--- src/rtl/n64_pif_pkg.sv ---
// Shared definitions for the RCP serial-interface bridge to PIF RAM.
// Word framing widens by one bit when N64_SI_PARITY_EN is defined.
package n64_pif_pkg;

  localparam logic [1:0] SI_OP_RD_WORD  = 2'b00;
  localparam logic [1:0] SI_OP_WR_WORD  = 2'b01;
  localparam logic [1:0] SI_OP_RD_BLOCK = 2'b10;
  localparam logic [1:0] SI_OP_WR_BLOCK = 2'b11;

  localparam int unsigned PIF_RAM_WORDS = 16;
  localparam int unsigned PIF_ADDR_W    = $clog2(PIF_RAM_WORDS);
  localparam logic [PIF_ADDR_W-1:0] PIF_LAST_ADDR = PIF_ADDR_W'(PIF_RAM_WORDS - 1);

`ifdef N64_SI_PARITY_EN
  localparam int unsigned SI_WORD_BITS = 33;  // 32 data bits plus odd parity
`else
  localparam int unsigned SI_WORD_BITS = 32;
`endif

  typedef enum logic [2:0] {
    IDLE, CMD, WDATA, WWRITE, RFETCH, TURN, RDATA, DONE
  } si_state_e;

  function automatic logic op_is_block(input logic [1:0] op);
    return (op == SI_OP_RD_BLOCK) || (op == SI_OP_WR_BLOCK);
  endfunction

  function automatic logic op_is_write(input logic [1:0] op);
    return !((op == SI_OP_RD_WORD) || (op == SI_OP_RD_BLOCK));
  endfunction

endpackage

--- src/rtl/n64_si_bridge_if.sv ---
// PIF RAM port B as seen by the serial bridge (master) and the RAM (slave).
interface n64_si_bridge_if;
  logic [n64_pif_pkg::PIF_ADDR_W-1:0] ram_address;
  logic                               ram_wren;
  logic [31:0]                        ram_wdata;
  logic [31:0]                        ram_rdata;

  modport master (output ram_address, ram_wren, ram_wdata, input ram_rdata);
  modport slave  (input ram_address, ram_wren, ram_wdata, output ram_rdata);
endinterface

--- src/rtl/si_edge_sync.sv ---
// Multi-stage synchroniser for an asynchronous level with single-clk rise/fall pulses.
module si_edge_sync #(
  parameter int unsigned STAGES    = 2,
  parameter logic        RESET_VAL = 1'b0
) (
  input  logic clk,
  input  logic rst_n,
  input  logic d,
  output logic rise,
  output logic fall
);
  logic [STAGES-1:0] sync_q;
  logic              prev_q;

  // NOTE: sequential state uses non-blocking assignments so every flop samples pre-edge values.
  always_ff @(posedge clk or negedge rst_n) begin
    if (!rst_n) begin
      sync_q <= {STAGES{RESET_VAL}};
      prev_q <= RESET_VAL;
    end else begin
      sync_q <= {sync_q[STAGES-2:0], d};
      prev_q <= sync_q[STAGES-1];
    end
  end

  assign rise = sync_q[STAGES-1] & ~prev_q;
  assign fall = ~sync_q[STAGES-1] & prev_q;
endmodule

--- src/rtl/n64_si_bridge.sv ---
// RCP serial bus to PIF RAM port B bridge: word/block read and write commands.
// Define N64_SI_PARITY_EN to add an odd-parity bit after every data word.
module n64_si_bridge import n64_pif_pkg::*; #(
  parameter int unsigned SYNC_STAGES = 2,
  parameter int unsigned TURNAROUND  = 2,
  parameter int unsigned TIMEOUT     = 4096
) (
  input  logic                  clk,
  input  logic                  reset_l,
  input  logic                  n64_clk,
  input  logic                  n64_rsp,
  output logic                  n64_pif,
  n64_si_bridge_if.master       ram,
  output logic                  busy,
  output logic                  cmd_done,
  output logic [1:0]            cmd_op,
  output logic                  frame_err
);
  localparam logic [11:0] TO_LAST = 12'(TIMEOUT - 1);

  si_state_e              state_q, state_d;
  logic [5:0]             bit_cnt_q, bit_cnt_d;
  logic [31:0]            shift_q, shift_d;
  logic [1:0]             op_q, op_d;
  logic                   first_q, first_d;
  logic [11:0]            to_cnt_q, to_cnt_d;
  logic                   pif_q, pif_d;
  logic [PIF_ADDR_W-1:0]  addr_q, addr_d;
  logic                   wren_q, wren_d;
  logic [31:0]            wdata_q, wdata_d;
  logic                   done_q, done_d;
  logic [1:0]             cmd_op_q, cmd_op_d;
  logic                   err_q, err_d;
`ifdef N64_SI_PARITY_EN
  logic                   rpar_q, rpar_d;
`endif

  logic                   clk_rise, clk_fall;
  logic [SYNC_STAGES-1:0] rsp_sync_q;
  logic                   rsp_s;

  si_edge_sync #(.STAGES(SYNC_STAGES), .RESET_VAL(1'b0)) u_clk_sync (
    .clk(clk), .rst_n(reset_l), .d(n64_clk), .rise(clk_rise), .fall(clk_fall)
  );

  // Same depth as the clock path so rsp_s lines up with the detected rise.
  always_ff @(posedge clk or negedge reset_l) begin
    if (!reset_l) rsp_sync_q <= '1;
    else          rsp_sync_q <= {rsp_sync_q[SYNC_STAGES-2:0], n64_rsp};
  end
  assign rsp_s = rsp_sync_q[SYNC_STAGES-1];

  // NOTE: every combinational output gets a default first, so no path can infer a latch.
  always_comb begin
    state_d   = state_q;
    bit_cnt_d = bit_cnt_q;
    shift_d   = shift_q;
    op_d      = op_q;
    first_d   = first_q;
    to_cnt_d  = '0;
    pif_d     = pif_q;
    addr_d    = addr_q;
    wren_d    = 1'b0;
    wdata_d   = wdata_q;
    done_d    = 1'b0;
    cmd_op_d  = cmd_op_q;
    err_d     = 1'b0;
`ifdef N64_SI_PARITY_EN
    rpar_d    = rpar_q;
`endif

    unique case (state_q)
      IDLE: begin
        pif_d = 1'b1;
        if (clk_rise && !rsp_s) begin
          bit_cnt_d = '0;
          state_d   = CMD;
        end
      end
      CMD: if (clk_rise) begin
        shift_d   = {shift_q[30:0], rsp_s};
        bit_cnt_d = bit_cnt_q + 6'd1;
        if (bit_cnt_q == 6'd7) begin
          // Command byte is {shift_q[6:0], rsp_s}: op in [7:6], word address in [3:0].
          op_d      = shift_q[6:5];
          addr_d    = op_is_block(shift_q[6:5]) ? '0 : {shift_q[2:0], rsp_s};
          bit_cnt_d = '0;
          first_d   = 1'b1;
          state_d   = op_is_write(shift_q[6:5]) ? WDATA : RFETCH;
        end
      end
      WDATA: if (clk_rise) begin
        shift_d   = {shift_q[30:0], rsp_s};
        bit_cnt_d = bit_cnt_q + 6'd1;
        if (bit_cnt_q == 6'(SI_WORD_BITS - 1)) begin
`ifdef N64_SI_PARITY_EN
          if (^{shift_q, rsp_s}) begin
            wren_d  = 1'b1;
            wdata_d = shift_q;
            state_d = WWRITE;
          end else begin
            err_d   = 1'b1;
            state_d = IDLE;
          end
`else
          wren_d  = 1'b1;
          wdata_d = {shift_q[30:0], rsp_s};
          state_d = WWRITE;
`endif
        end
      end
      WWRITE: begin
        if (op_is_block(op_q) && addr_q != PIF_LAST_ADDR) begin
          addr_d    = addr_q + 1'b1;
          bit_cnt_d = '0;
          state_d   = WDATA;
        end else begin
          state_d = DONE;
        end
      end
      RFETCH: begin
        // bit_cnt_q[0] marks the wait cycle for the synchronous RAM read.
        if (bit_cnt_q == 6'd0) begin
          bit_cnt_d = 6'd1;
        end else if (first_q) begin
          shift_d   = ram.ram_rdata;
          bit_cnt_d = '0;
          state_d   = TURN;
`ifdef N64_SI_PARITY_EN
          rpar_d    = ~^ram.ram_rdata;
`endif
        end else begin
          // Later block words start immediately, replacing the fall that ended bit 0.
          pif_d     = ram.ram_rdata[31];
          shift_d   = {ram.ram_rdata[30:0], 1'b0};
          bit_cnt_d = 6'd1;
          state_d   = RDATA;
`ifdef N64_SI_PARITY_EN
          rpar_d    = ~^ram.ram_rdata;
`endif
        end
      end
      TURN: if (clk_fall) begin
        if (bit_cnt_q == 6'(TURNAROUND - 1)) begin
          bit_cnt_d = '0;
          state_d   = RDATA;
        end else begin
          bit_cnt_d = bit_cnt_q + 6'd1;
        end
      end
      RDATA: if (clk_fall) begin
        if (bit_cnt_q < 6'(SI_WORD_BITS)) begin
`ifdef N64_SI_PARITY_EN
          pif_d = (bit_cnt_q == 6'd32) ? rpar_q : shift_q[31];
`else
          pif_d = shift_q[31];
`endif
          shift_d   = {shift_q[30:0], 1'b0};
          bit_cnt_d = bit_cnt_q + 6'd1;
        end else if (op_is_block(op_q) && addr_q != PIF_LAST_ADDR) begin
          addr_d    = addr_q + 1'b1;
          bit_cnt_d = '0;
          first_d   = 1'b0;
          state_d   = RFETCH;
        end else begin
          pif_d   = 1'b1;
          state_d = DONE;
        end
      end
      DONE: begin
        done_d   = 1'b1;
        cmd_op_d = op_q;
        state_d  = IDLE;
      end
      default: state_d = IDLE;
    endcase

    // Mid-frame watchdog; a write already on ram_wren (wren_q) is left to finish.
    if (state_q != IDLE && state_q != DONE) begin
      if (clk_rise) begin
        to_cnt_d = '0;
      end else if (to_cnt_q == TO_LAST) begin
        err_d   = 1'b1;
        pif_d   = 1'b1;
        wren_d  = 1'b0;
        done_d  = 1'b0;
        state_d = IDLE;
      end else begin
        to_cnt_d = to_cnt_q + 12'd1;
      end
    end
  end

  always_ff @(posedge clk or negedge reset_l) begin
    if (!reset_l) state_q <= IDLE;
    else          state_q <= state_d;
  end

  always_ff @(posedge clk or negedge reset_l) begin
    if (!reset_l) begin
      bit_cnt_q <= '0;
      shift_q   <= '0;
      op_q      <= '0;
      first_q   <= 1'b0;
      to_cnt_q  <= '0;
      pif_q     <= 1'b1;
      addr_q    <= '0;
      wren_q    <= 1'b0;
      wdata_q   <= '0;
      done_q    <= 1'b0;
      cmd_op_q  <= '0;
      err_q     <= 1'b0;
`ifdef N64_SI_PARITY_EN
      rpar_q    <= 1'b0;
`endif
    end else begin
      bit_cnt_q <= bit_cnt_d;
      shift_q   <= shift_d;
      op_q      <= op_d;
      first_q   <= first_d;
      to_cnt_q  <= to_cnt_d;
      pif_q     <= pif_d;
      addr_q    <= addr_d;
      wren_q    <= wren_d;
      wdata_q   <= wdata_d;
      done_q    <= done_d;
      cmd_op_q  <= cmd_op_d;
      err_q     <= err_d;
`ifdef N64_SI_PARITY_EN
      rpar_q    <= rpar_d;
`endif
    end
  end

  assign n64_pif         = pif_q;
  assign ram.ram_address = addr_q;
  assign ram.ram_wren    = wren_q;
  assign ram.ram_wdata   = wdata_q;
  assign busy            = (state_q != IDLE);
  assign cmd_done        = done_q;
  assign cmd_op          = cmd_op_q;
  assign frame_err       = err_q;
endmodule

--- src/flat_wrapper.sv ---
// flat-port wrapper written by rule: the top's interface ports become plain ports
module n64_si_bridge_flat import n64_pif_pkg::*;
#(
  parameter int unsigned SYNC_STAGES = 2,
  parameter int unsigned TURNAROUND  = 2,
  parameter int unsigned TIMEOUT     = 4096
)
  (clk, reset_l, n64_clk, n64_rsp, n64_pif, busy, cmd_done, cmd_op, frame_err, ram_ram_address, ram_ram_wren, ram_ram_wdata, ram_ram_rdata);
  n64_si_bridge_if ram_i ();
  input  logic clk;
  input  logic reset_l;
  input  logic n64_clk;
  input  logic n64_rsp;
  output logic n64_pif;
  output logic busy;
  output logic cmd_done;
  output logic [1:0] cmd_op;
  output logic frame_err;
  output wire logic [$bits(ram_i.ram_address)-1:0] ram_ram_address;
  output wire logic [$bits(ram_i.ram_wren)-1:0] ram_ram_wren;
  output wire logic [$bits(ram_i.ram_wdata)-1:0] ram_ram_wdata;
  input wire logic [$bits(ram_i.ram_rdata)-1:0] ram_ram_rdata;
  assign ram_ram_address = ram_i.ram_address;
  assign ram_ram_wren = ram_i.ram_wren;
  assign ram_ram_wdata = ram_i.ram_wdata;
  assign ram_i.ram_rdata = ram_ram_rdata;
  n64_si_bridge #(.SYNC_STAGES(SYNC_STAGES), .TURNAROUND(TURNAROUND), .TIMEOUT(TIMEOUT)) u_core (.clk(clk), .reset_l(reset_l), .n64_clk(n64_clk), .n64_rsp(n64_rsp), .n64_pif(n64_pif), .ram(ram_i), .busy(busy), .cmd_done(cmd_done), .cmd_op(cmd_op), .frame_err(frame_err));
endmodule
--- config.mk ---
export PLATFORM = sky130hd
export DESIGN_NAME = n64_si_bridge_flat
export DESIGN_NICKNAME = d
export VERILOG_FILES = /design/src/rtl/n64_pif_pkg.sv /design/src/rtl/n64_si_bridge_if.sv /design/src/rtl/si_edge_sync.sv /design/src/rtl/n64_si_bridge.sv /design/src/flat_wrapper.sv
export SDC_FILE = /design/constraint.sdc
export NUM_CORES = 1
export LEC_CHECK = 0
export CORE_MARGIN = 2
export CORE_UTILIZATION = 58
export DETAILED_ROUTE_END_ITERATION = 16
export GPL_TIMING_DRIVEN = 1
export PLACE_DENSITY = 0.85
export SYNTH_ARGS = -nofsm -noshare
export SYNTH_HDL_FRONTEND = slang
export SYNTH_SLANG_ARGS = --single-unit
export TNS_END_PERCENT = 5
--- constraint.sdc ---
create_clock -name clk -period 4.9 [get_ports clk]
set_clock_uncertainty 0.05 [all_clocks]
set_input_delay 0.49 -clock clk [delete_from_list [all_inputs] [get_ports clk]]
set_output_delay 0.49 -clock clk [all_outputs]
set_load 0.01 [all_outputs]
# --- Word level (Yosys, flattened, before mapping) ---
# Index checks and enable logic that the tools add are counted.
word_totals:
  reg_bits: 103
  in_bits: 36
  out_inout_bits: 43
  elab_cells: 148
classes:
  addsub: 3
  magnitude_cmp: 1
  eq_ne: 28
  n_mux: 74
  n_bitwise: 4
  n_reduce_logical: 22
ops:
  columns: ["operator", "n"]
  rows:
  - ["2-to-1 mux 32 bit", 5]
  - ["case mux 32 bit (3 select lines)", 1]
  - ["2-to-1 mux 6 bit", 10]
  - ["2-to-1 mux 3 bit", 15]
  - ["case mux 6 bit (7 select lines)", 1]
  - ["2-to-1 mux 12 bit", 3]
  - ["2-to-1 mux 1 bit", 27]
  - ["2-to-1 mux 4 bit", 6]
  - ["case mux 3 bit (8 select lines)", 1]
  - ["inequality test 2 x 1 -> 1 bit, second input constant", 9]
  - ["adder 12 x 1 -> 12 bit, second input constant", 1]
  - ["== test 12 bit, second input constant", 1]
  - ["== test 3 bit, second input constant", 4]
  - ["case mux 4 bit (3 select lines)", 1]
  - ["AND reduction 6 bit", 2]
  - ["AND reduction 5 bit", 2]
  - ["nonzero test 3 bit", 3]
  - ["== test 2 bit, second input constant", 4]
  - ["nonzero test 7 bit", 1]
  - ["adder 6 x 1 -> 6 bit, second input constant", 1]
  - ["== test 3 x 2 -> 1 bit, second input constant", 2]
  - ["== test 6 x 1 -> 1 bit, second input constant", 1]
  - ["== test 6 x 3 -> 1 bit, second input constant", 1]
  - ["== test 6 x 5 -> 1 bit, second input constant", 1]
  - ["other kinds (20)", 29]

# --- Logic depth before layout (Yosys ltp) ---
# Gate-level depths: netlist of run 1.
logic_depth:
  ltp_word: 10
  mapped_depth: 9
  ltp_nobuf: 7

# --- Modules after synthesis ---
# Synthesis of run 1 repeated with hierarchy kept, for this count alone.
hier_totals:
  cells_unflattened: 522
  hier_area_um2: 5310.1
modules_own_cells:
  columns: ["mod", "instances", "cells_per_inst", "area_per_inst_um2"]
  rows:
  - ["n64_si_bridge", 1, 517, 5220.0]
  - ["si_edge_sync", 1, 5, 90.1]

# --- Least setup slack after synthesis of run 1 ---
# Ideal clock, no wire load.
synth_path:
  path_kind: "reg2reg"
  from: "register u_core.state_q[0]"
  to: "register u_core.wdata_q[19] (netlist: u_core.ram.ram_wdata[19])"
  arrival_ps: 1570
  setup_slack_ps: 3156
  path_stages_with_launch: 7
  path_buffers: 2
  cell_sequence: "dfrtp_1 -> buf_2 -> nor2b_1 -> nand4_1 -> nor2_2 -> buf_4 -> mux2_2"
synth_via:
  elab_chain_len: 2
synth_lines:
  columns: ["element", "line_no", "source"]
  rows:
  - ["start: declaration", "n64_si_bridge.sv:21", "si_state_e state_q, state_d;"]
  - ["start signal: assignment", "n64_si_bridge.sv:196", "else state_q <= state_d;"]
  - ["== test 3 x 2 -> 1 bit", "n64_si_bridge.sv:72", "unique case (state_q)"]
  - ["AND reduction 3 bit (no line)", null, null]
  - ["end signal: assignment", "n64_si_bridge.sv:225", "wdata_q <= wdata_d;"]
  - ["end: declaration", "n64_si_bridge.sv:30", "logic [31:0] wdata_q, wdata_d;"]
# Every way passes these cells.
# A chain may end at the register's enable or synchronous reset.

# --- Worst setup path in the final report of run 1 ---
layout_path:
  from: "register u_core.state_q[1]"
  to: "register u_core.shift_q[18]"
layout_via:
  elab_chain_len: 4
  word_cells_on_any_way: 12
  cone_classes: "eq/ne (8); mux (1); reduce/logical (3)"
layout_lines:
  columns: ["element", "line_no", "source"]
  rows:
  - ["== test 3 x 1 -> 1 bit or == test 3 x 2 -> 1 bit (tied branches)", "n64_si_bridge.sv:72", null]
  - ["OR reduction 2 bit (no line)", null, null]
  - ["inequality test 2 x 1 -> 1 bit (no line) or nonzero test 3 bit (tied branches)", null, null]
  - ["AND reduction 5 bit (no line)", null, null]
  - ["end signal: assignment", "n64_si_bridge.sv:218", "shift_q <= shift_d;"]
  - ["end: declaration", "n64_si_bridge.sv:23", "logic [31:0] shift_q, shift_d;"]
# Several ways; a longest one is shown, not always the timed one.

==> results.md, run 1 <==
- Synth top area cells: dfrtp_1 (48%), mux2_2 (6.9%), mux2i_1 (6.2%), nand2_1 (4.7%), nor2_1 (4.6%)
- # DRC: 0
- Multi-input logic area: 2417 µm²
- FMAX: 0.3303 GHz
- Sequential share of the synthesized area: 0.4975
- Biggest area consumer among synthesized cells: dfrtp_1
- Reg area: 2582 µm²
- Synthesized flop and latch total: 103
- H-tree depth: 3
- Pre-Repair DR Iteration Count: 5
- Largest net degree at the start of global routing: 65
- WP data required: 5.10 ns
- Wirelength, routed: 11.84 mm
- WP buf/inv: 1
- 1st-iter DRT viols: 244
- TNS Setup: 0 ns
- Grt total ovfl: 0
- TritonCTS clock tree: done
- Diodes inserted: 0
- Worst EP arrival: 3.23 ns
- PortBufs: 78
- RSZ-0062 raised after global routing: false
- Pleak: 2.607 nW
- Yosys synthesis warning count: 0
- Synth top area share: 0.4823
- Via count: 4,174
- Chip Height: 98.59 µm
- Area grow syn2layout: 19.15%
- Final period util: 0.6180
- Worst slew margin: 0.2216
- Worst Path Max Fanout: 64
- Max-cap violations: 0
- Final GP Congestion: 0.8879
- Status: finished clean
- Clock sink count: 103
- Instance count on the critical path: 6
- Setup crit end kind: flip-flop
- Worst r2r src: u_core.state_q[1]
- Full die area: 9719 µm²
- R2r setup slk: 1.87 ns
- Share of cells above drive strength 1: 0.1092
- Clk Latency, worst-skew pair: 0.35 ns
- Number of global-route vias before repair: 3,967
- Synth cell count leaders: dfrtp_1 (100), nand2_1 (65), nor2_1 (63), a21oi_1 (46)
- Slew Viols, Final: 0
- Post-CTS setup buffer count: 0
- Synth Net Count: 570
- Row Count: 34
- Total GRT Usage: 0.2509
- Cell with the most instances after synthesis: dfrtp_1
- Fin crit period: 3.028 ns
- Post-synth EDFFs: 0
- Hold buffers post-CTS: 0
- Asr flop ratio synth: 1.000
- CTS Buf Count: 9
- First-pass GRT wire length: 19.80 mm
- Hold Vio Cnt, Final: 0
- Power Density: 369.0 nW/µm²
- Via density: 5.937
- FF-to-FF End: u_core.shift_q[18]
- Fill cells: 653
- CP cell instances: nor2_1, nand2_2, o21ai_4, buf_4, nand2_1, o21ai_1
- Initial antenna violation count: 0
- Setup CP Type: reg -> reg
- CTS max path bufs: 2
- Worst VDD drop: 0.0001977 V
- Clock root buffer: clkbuf_8
- IO Pins: 79
- DP HPWL: 8.088 mm
- Mapped Area: 5189 µm²
- Chip Width: 98.59 µm
- Antenna viol nets, final: 0
- Mapped Cells: 529
- Fin nets: 631
- Core ar.: 8678 µm²
- Hold slack final: 0.1527 ns
- Average size of a mapped cell: 9.809 µm²
- Yosys cell types: 57
- CP delay by family, top: simple AND/OR/NAND/NOR gates
- Hold Path Class: in -> async
- WL/cell: 16.83 µm
- Post-cts gate resize count: 0
- Setup crit start kind: flip-flop
- Worst-Margin Slew: 1.163 ns
- Starting Density: 0.5979
- Clock slew seen by the registers of the worst setup and hold paths: 0.10 ns
- Worst-case reg-to-reg path depth: 6
- Post-synth top flop: dfrtp_1
- Endpoints failing setup: 0
- Critical-path top delay cell: dfrtp_1
- CP max stage delay: 0.70 ns
[cell families (layout without fill, tap and decap cells)]
logic type,after synthesis,in the layout,synth area share
AOI/OAI and AO/OA,126,126,0.1478
xor gates and xnor gates,10,10,0.01688
adders and majority gates,5,5,0.01206
buffers and inverters,41,107,0.03810
DFF,103,103,0.4975
muxes,65,65,0.1334
and+or+nand+nor,179,179,0.1543
[layer usage]
metal / GRT usage / share of wire / vias to the layer above
met5: 0 / 0 / -
met4: 0.08219 / 0.017 / 0
met3: 0.03121 / 0.049 / 20
met2: 0.4160 / 0.51 / 141
met1: 0.3474 / 0.43 / 2043
li1: - / - / 1970
[flip-flops by register name (all words and copies together), names as in the netlist]
register	count
u_core.ram.ram_wren	1
u_core.first_q	1
u_core.op_q	2
u_core.cmd_done	1
u_core.shift_q	32
u_core.u_clk_sync.sync_q	2
u_core.frame_err	1
u_core.cmd_op	2
u_core.state_q	3
u_core.rsp_sync_q	2
u_core.u_clk_sync.prev_q	1
u_core.ram.ram_wdata	32
u_core.n64_pif	1
u_core.bit_cnt_q	6
u_core.ram.ram_address	4
u_core.to_cnt_q	12
[worst reg2reg max path, delay by kind of cell (launching register included)]
kind,cells,cell delay [ns]
DFF,1,0.70
AOI/OAI and AO/OA,2,0.51
and+or+nand+nor,3,1.15
buffers and inverters,1,0.53
[layout make-up]
cell class,count,area share
Timing Repair Buffer,80,0.1283
Inverter,11,0.006679
Tap cell,108,0.02186
Sequential cell,103,0.4177
Clock inverter,5,0.01316
Clock buffer,11,0.02125
Multi-Input combinational cell,385,0.3910
[worst max path at each step]
| stage | startpoint | endpoint | slack [ns] |
|---|---|---|---|
| after floorplan | u_core.state_q[0] | u_core.ram.ram_wdata[19] | 3.16 |
| after CTS | u_core.state_q[1] | u_core.shift_q[18] | 1.94 |
| after global placement | u_core.state_q[1] | u_core.shift_q[8] | 2.11 |
| after detailed placement | u_core.state_q[1] | u_core.shift_q[14] | 1.95 |
| after global routing | u_core.state_q[1] | u_core.shift_q[18] | 1.61 |
| final | u_core.state_q[1] | u_core.shift_q[18] | 1.87 |
[where the power goes]
part,total [mW],switching [mW],internal [mW]
Combinational,0.564,0.306,0.257
Clock,0.572,0.283,0.290
Sequential,1.15,0.175,0.970
[stage by stage]
step                      setup slack, ns  area (µm²)  total power [mW]    util  cells
after floorplan                     3.156        5189             1.515       -    529
after global placement              2.109        5969             1.682  0.6879    687
after detailed placement            1.946        5969             1.714  0.6879    687
after CTS                           1.944        6182             2.283  0.7124    703
after global routing                1.607        6182             2.413  0.7124    703
final                               1.872        6182             2.281  0.7124    703
[cells in the final DEF (no fill, tap or decap), types with 7 or more instances in the layout]
master and count:
xor2_1 7, o21ai_0 22, dfrtp_1 99, nor2_1 63, o21ai_1 22, a21oi_1 46, clkbuf_8 9, nand2_1 64
mux2i_1 32, mux2_2 32, nand3_1 14, inv_1 11, clkdlybuf4s50_1 77
(Power assumes the default switching activity.)
==> run 2, diff against run 1 <==
Settings changed: CORE_UTILIZATION 58 to 54, PLACE_DENSITY 0.85 to 0.8.
Clock period 4.9 ns to 2.8 ns, I/O delays scaled along.
==> run 2 against run 1 <==
Against the previous run:
- total power grew 71%
- wire length down 3.7%
- hold slack improved by 0.098 ns
- sequential share of layout area down 0.54 points
- first-iteration DRC count increased by 40%
- combinational power rose by 83%
- sequential power increased by 71%
- setup slack got worse by 1.5 ns
- register-to-register slack got worse by 1.5 ns
- global-route usage shrank 1.9 points
- critical path type is now reg -> out
- highest routed layer unchanged
==> results.md, run 2 (same netlist as run 1, synthesis figures left out) <==
- Status: finished clean
- Largest net degree at the start of global routing: 70
- Total GRT Usage: 0.2322
- 1st-iter DRT viols: 342
- Setup crit end kind: output port
- WL/cell: 15.60 µm
- WP buf/inv: 2
- Clock power share: 0.230
- Pre-Repair DR Iteration Count: 5
- Chip Width: 102.0 µm
- Endpoints failing setup: 0
- Sequential share of power: 0.506
- Most frequent cells in the layout: dfrtp_1 (99), clkdlybuf4s50_1 (77), nand2_1 (64), nor2_1 (63), a21oi_1 (46)
- CP delay by family, top: buffers and inverters
- Hold Path Class: in -> reg
- Clock sink count: 103
- Row Count: 35
- H-tree depth: 3
- Hold Vio Cnt, Final: 0
- Comb pwr share: 0.264
- Core ar.: 9284 µm²
- Number of global-route vias before repair: 4,030
- Fin nets: 638
- Full die area: 10,410 µm²
- Wirelength, routed: 11.40 mm
- First-pass GRT wire length: 19.11 mm
- Slew Viols, Final: 0
- Worst slew margin: 0.5013
- TritonCTS clock tree: done
- Hold path startpoint: n64_rsp
- PortBufs: 78
- Fin util: 0.6747
- Starting Density: 0.5589
- Pleak: 2.639 nW
- RSZ-0062 raised after global routing: false
- Final GP Congestion: 0.9181
- Initial antenna violation count: 0
- Critical-path top delay cell: dfrtp_1
- FMAX: 0.4127 GHz
- Switch share: 0.3551
- TNS Setup: 0 ns
- Share of cells above drive strength 1: 0.1213
- CP cell instances: inv_1, nand2_1, clkdlybuf4s50_1
- Post-cts gate resize count: 0
- Worst VDD drop: 0.0004137 V
- Clk Latency, worst-skew pair: 0.37 ns
- Via density: 5.631
- Worst-case reg-to-reg path depth: 7
- Sw Pwr: 1.383 mW
- IO Pins: 79
- Worst Path Max Fanout: 18
- Area grow syn2layout: 20.71%
- Post-route insts no fill: 731
- CTS max path bufs: 2
- CP max stage delay: 0.70 ns
- Power Density: 621.6 nW/µm²
- Setup crit start kind: flip-flop
- Fin crit period: 2.423 ns
- CTS Buf Count: 9
- DP HPWL: 8.037 mm
- FF-to-FF End: u_core.shift_q[4]
- Setup CP Type: reg -> out
- Placed Cells incl. Taps: 714
- Final period util: 0.8653
- Diodes inserted: 0
- # DRC: 0
- Via count: 4,116
- Grt total ovfl: 0
- Commonest non-fill, non-tap cell in the layout: dfrtp_1
- Chip Height: 102.0 µm
- Max-cap violations: 0
- Worst-Margin Slew: 0.7453 ns
- WHS Endpoint: u_core.rsp_sync_q[0]
- Clock slew seen by the registers of the worst setup and hold paths: 0.11 ns
- R2r setup slk: 0.39 ns
- Worst r2r src: u_core.state_q[0]
- WP data required: 2.47 ns
- Post-CTS setup buffer count: 0
- Worst EP arrival: 2.09 ns
- Antenna viol nets, final: 0
- Min-Delay Path Depth: 1
- Clock root buffer: clkbuf_8
- Power Internal: 2.511 mW
-- run 2: worst max-delay path by stage --
stage,startpoint,endpoint,slack (ns),cells after the start
floorplan,u_core.state_q[0],u_core.ram.ram_wdata[19],1.06,6
global placement,u_core.state_q[0],u_core.shift_q[3],0.56,7
detailed placement,u_core.state_q[0],u_core.shift_q[3],0.47,7
CTS,u_core.state_q[2],busy,0.39,3
global route,u_core.state_q[0],u_core.shift_q[4],0.21,6
finish,u_core.state_q[2],busy,0.38,3
-- run 2: layer usage --
metal  track usage  part of all wire  vias up
met5             0                 0        -
met4       0.05949             0.019        0
met3       0.04788             0.037       24
met2        0.3968              0.50      108
met1        0.3042              0.45     1989
li1              -                 -     1995
-- run 2: repair_timing --
action	CTS	global route
endpoints found under the setup margin	0	0
hold buffers	1	0
hold endpoints to repair	32	0
-- run 2: per-stage QoR --
| step | hold WS (ns) | area (µm²) | power (mW) | setup slack [ns] |
|---|---|---|---|---|
| 6_report | 0.2508 | 6264 | 3.893 | 0.3771 |
| 3_5_place_dp | 0.2165 | 6066 | 3.017 | 0.4667 |
| 3_3_place_gp | 0.2109 | 6066 | 2.971 | 0.5605 |
| 4_1_cts | 0.2391 | 6264 | 3.917 | 0.3903 |
| 5_1_grt | 0.2301 | 6264 | 4.139 | 0.2096 |
| 2_1_floorplan | -0.06559 | 5189 | 2.652 | 1.056 |
-- run 2: power groups by stage --
| stage | Combinational (mW) | Sequential (mW) | Clock [mW] |
|---|---|---|---|
| 2_1_floorplan | 0.770 | 1.88 | 0 |
| 3_3_place_gp | 0.987 | 1.98 | 0 |
| 3_5_place_dp | 1.02 | 1.99 | 0 |
| 4_1_cts | 1.03 | 1.97 | 0.924 |
| 5_1_grt | 1.15 | 2.00 | 0.985 |
| 6_report | 1.03 | 1.97 | 0.894 |
-- run 2: cell type report --
cell class                      count  area, µm²
Clock buffer                        9      123.9
Clock inverter                      7      63.81
Fill cell                         775       3020
Inverter                           11      41.29
Multi-Input combinational cell    385       2417
Sequential cell                   103       2582
Tap cell                          129      161.4
Timing Repair Buffer               87      873.3
-- run 2: worst register-to-register path: stages, from the launching register on --
cell     delay, ns
dfrtp_1       0.63
nor2b_1       0.58
a21oi_1       0.17
o22ai_2       0.21
o21ai_4       0.25
buf_12        0.26
nand2_1       0.07
o21ai_0       0.08
==> run 3, diff against run 2 <==
Settings changed: CELL_PAD_IN_SITES_DETAIL_PLACEMENT set to 0, CELL_PAD_IN_SITES_GLOBAL_PLACEMENT set to 1, CORE_UTILIZATION 54 to 30, PLACE_DENSITY 0.8 to unset, PLACE_DENSITY_LB_ADDON set to 0.1.
==> run 3 against run 2 <==
Against the previous run:
- non-clock buffer count rose by 3
- hold slack improved by 0.033 ns
- critical path depth increased by 1
- sequential power barely moved
- combinational power about the same
- wire length rose by 12%
- final area is 3.9% higher
- clock power up 33%
- first-iteration DRC count is 45% lower
- global-route usage fell by 8.5 points
- sequential share of layout area down 1.5 points
- clock-buffer cell count rose by 2
==> results.md, run 3 (same netlist as run 1, synthesis figures left out) <==
- H-tree depth: 3
- RSZ-0062 raised after global routing: false
- CTS Buf Count: 9
- Min-Delay Path Depth: 1
- Grt total ovfl: 0
- Largest net degree at the start of global routing: 65
- CTS max path bufs: 2
- Post-cts gate resize count: 0
- Fin nets: 641
- TNS Setup: 0 ns
- FF-to-FF End: u_core.shift_q[7]
- Clock slew seen by the registers of the worst setup and hold paths: 0.06 ns
- PortBufs: 78
- Wirelength, routed: 12.82 mm
- Pleak: 2.691 nW
- Hold Vio Cnt, Final: 0
- Final period util: 0.8150
- Worst slew margin: 0.6212
- 1st-iter DRT viols: 187
- Setup crit end kind: output port
- Pre-Repair DR Iteration Count: 5
- TritonCTS clock tree: done
- WP data required: 2.47 ns
- WHS Endpoint: u_core.rsp_sync_q[0]
- Critical-path top delay cell: clkdlybuf4s50_1
- Hold path startpoint: n64_rsp
- Hold buffers post-CTS: 1
- Worst EP arrival: 1.95 ns
- Diodes inserted: 0
- WL/cell: 15.46 µm
- CP max stage delay: 0.57 ns
- Endpoints failing setup: 0
- Share of cells above drive strength 1: 0.1225
- FMAX: 0.4382 GHz
- Via count: 4,029
- Area grow syn2layout: 25.37%
- Setup CP Type: reg -> out
- Core ar.: 17,120 µm²
- DP HPWL: 8.914 mm
- Status: finished clean
- Starting Density: 0.3031
- Max-cap violations: 0
- IO Pins: 79
- R2r setup slk: 0.55 ns
- Number of global-route vias before repair: 3,947
- Worst VDD drop: 0.0003593 V
- Final GP Congestion: 0.8493
- Full die area: 18,360 µm²
- Worst-Margin Slew: 0.5682 ns
- CP cell instances: buf_4, nor2_1, nand2_1, clkdlybuf4s50_1
- Row Count: 48
- Slew Viols, Final: 0
- Worst Path Max Fanout: 10
- WP buf/inv: 2
- CP delay by family, top: buffers and inverters
- Antenna viol nets, final: 0
- Clock root buffer: clkbuf_16
- Via density: 4.860
- Chip Height: 135.5 µm
- Worst r2r src: u_core.bit_cnt_q[5]
- Post-CTS setup buffer count: 0
- Initial antenna violation count: 0
- Hold slack final: 0.2840 ns
- Fin util: 0.3800
- Hold Path Class: in -> reg
- Total GRT Usage: 0.1472
- Clock sink count: 103
- Commonest non-fill, non-tap cell in the layout: dfrtp_1
- Clk Latency, worst-skew pair: 0.35 ns
- # DRC: 0
- Fin crit period: 2.282 ns
- Setup crit start kind: flip-flop
- First-pass GRT wire length: 21.13 mm
- Power Density: 646.3 nW/µm²
- Worst-case reg-to-reg path depth: 5
- Chip Width: 135.5 µm
- Most frequent cells in the layout: dfrtp_1 (99), clkdlybuf4s50_1 (77), nand2_1 (64), nor2_1 (63), a21oi_1 (46)
-- run 3: layout make-up --
type / count / area (µm²)
inverters: 11 / 41.29
multi-input cells: 385 / 2417
flip-flops and latches: 103 / 2582
repair buffers: 90 / 908.4
well taps: 225 / 281.5
clock buffers: 11 / 242.7
fillers: 1765 / 10610
clock inverters: 4 / 31.28
-- run 3: power by group --
part | leakage (nW) | internal (mW) | total (mW) | switching (mW)
sequential | 1.39 | 1.70 | 1.96 | 0.265
clock | 0.124 | 0.627 | 1.19 | 0.568
combinational | 1.18 | 0.475 | 1.05 | 0.571
total | 2.69 | 2.80 | 4.20 | 1.40
-- run 3: through the flow --
stage	cell area [µm²]	power, mW	instances	setup WS (ns)
CTS	6505	4.291	829	0.4779
global placement	6221	3.046	813	0.5803
finish	6505	4.204	829	0.5180
floorplan	5189	2.652	529	1.056
detailed placement	6221	3.055	813	0.5328
global route	6505	4.510	829	0.2957
-- run 3: layer usage --
layer	track usage	vias up	wire (µm)
met3	0.04976	13	649
met5	0	-	0
met2	0.2346	79	6105
met4	0.04167	0	171
met1	0.1912	1942	5894
li1	-	1995	-
-- run 3: worst max path at each step --
stage | from | endpoint | depth (start not counted)
after floorplan | u_core.state_q[0] | u_core.ram.ram_wdata[19] | 6
after detailed placement | u_core.state_q[2] | u_core.shift_q[7] | 7
final | u_core.state_q[1] | busy | 4
after global routing | u_core.bit_cnt_q[5] | u_core.shift_q[7] | 5
after CTS | u_core.state_q[1] | busy | 4
after global placement | u_core.state_q[2] | u_core.shift_q[11] | 7
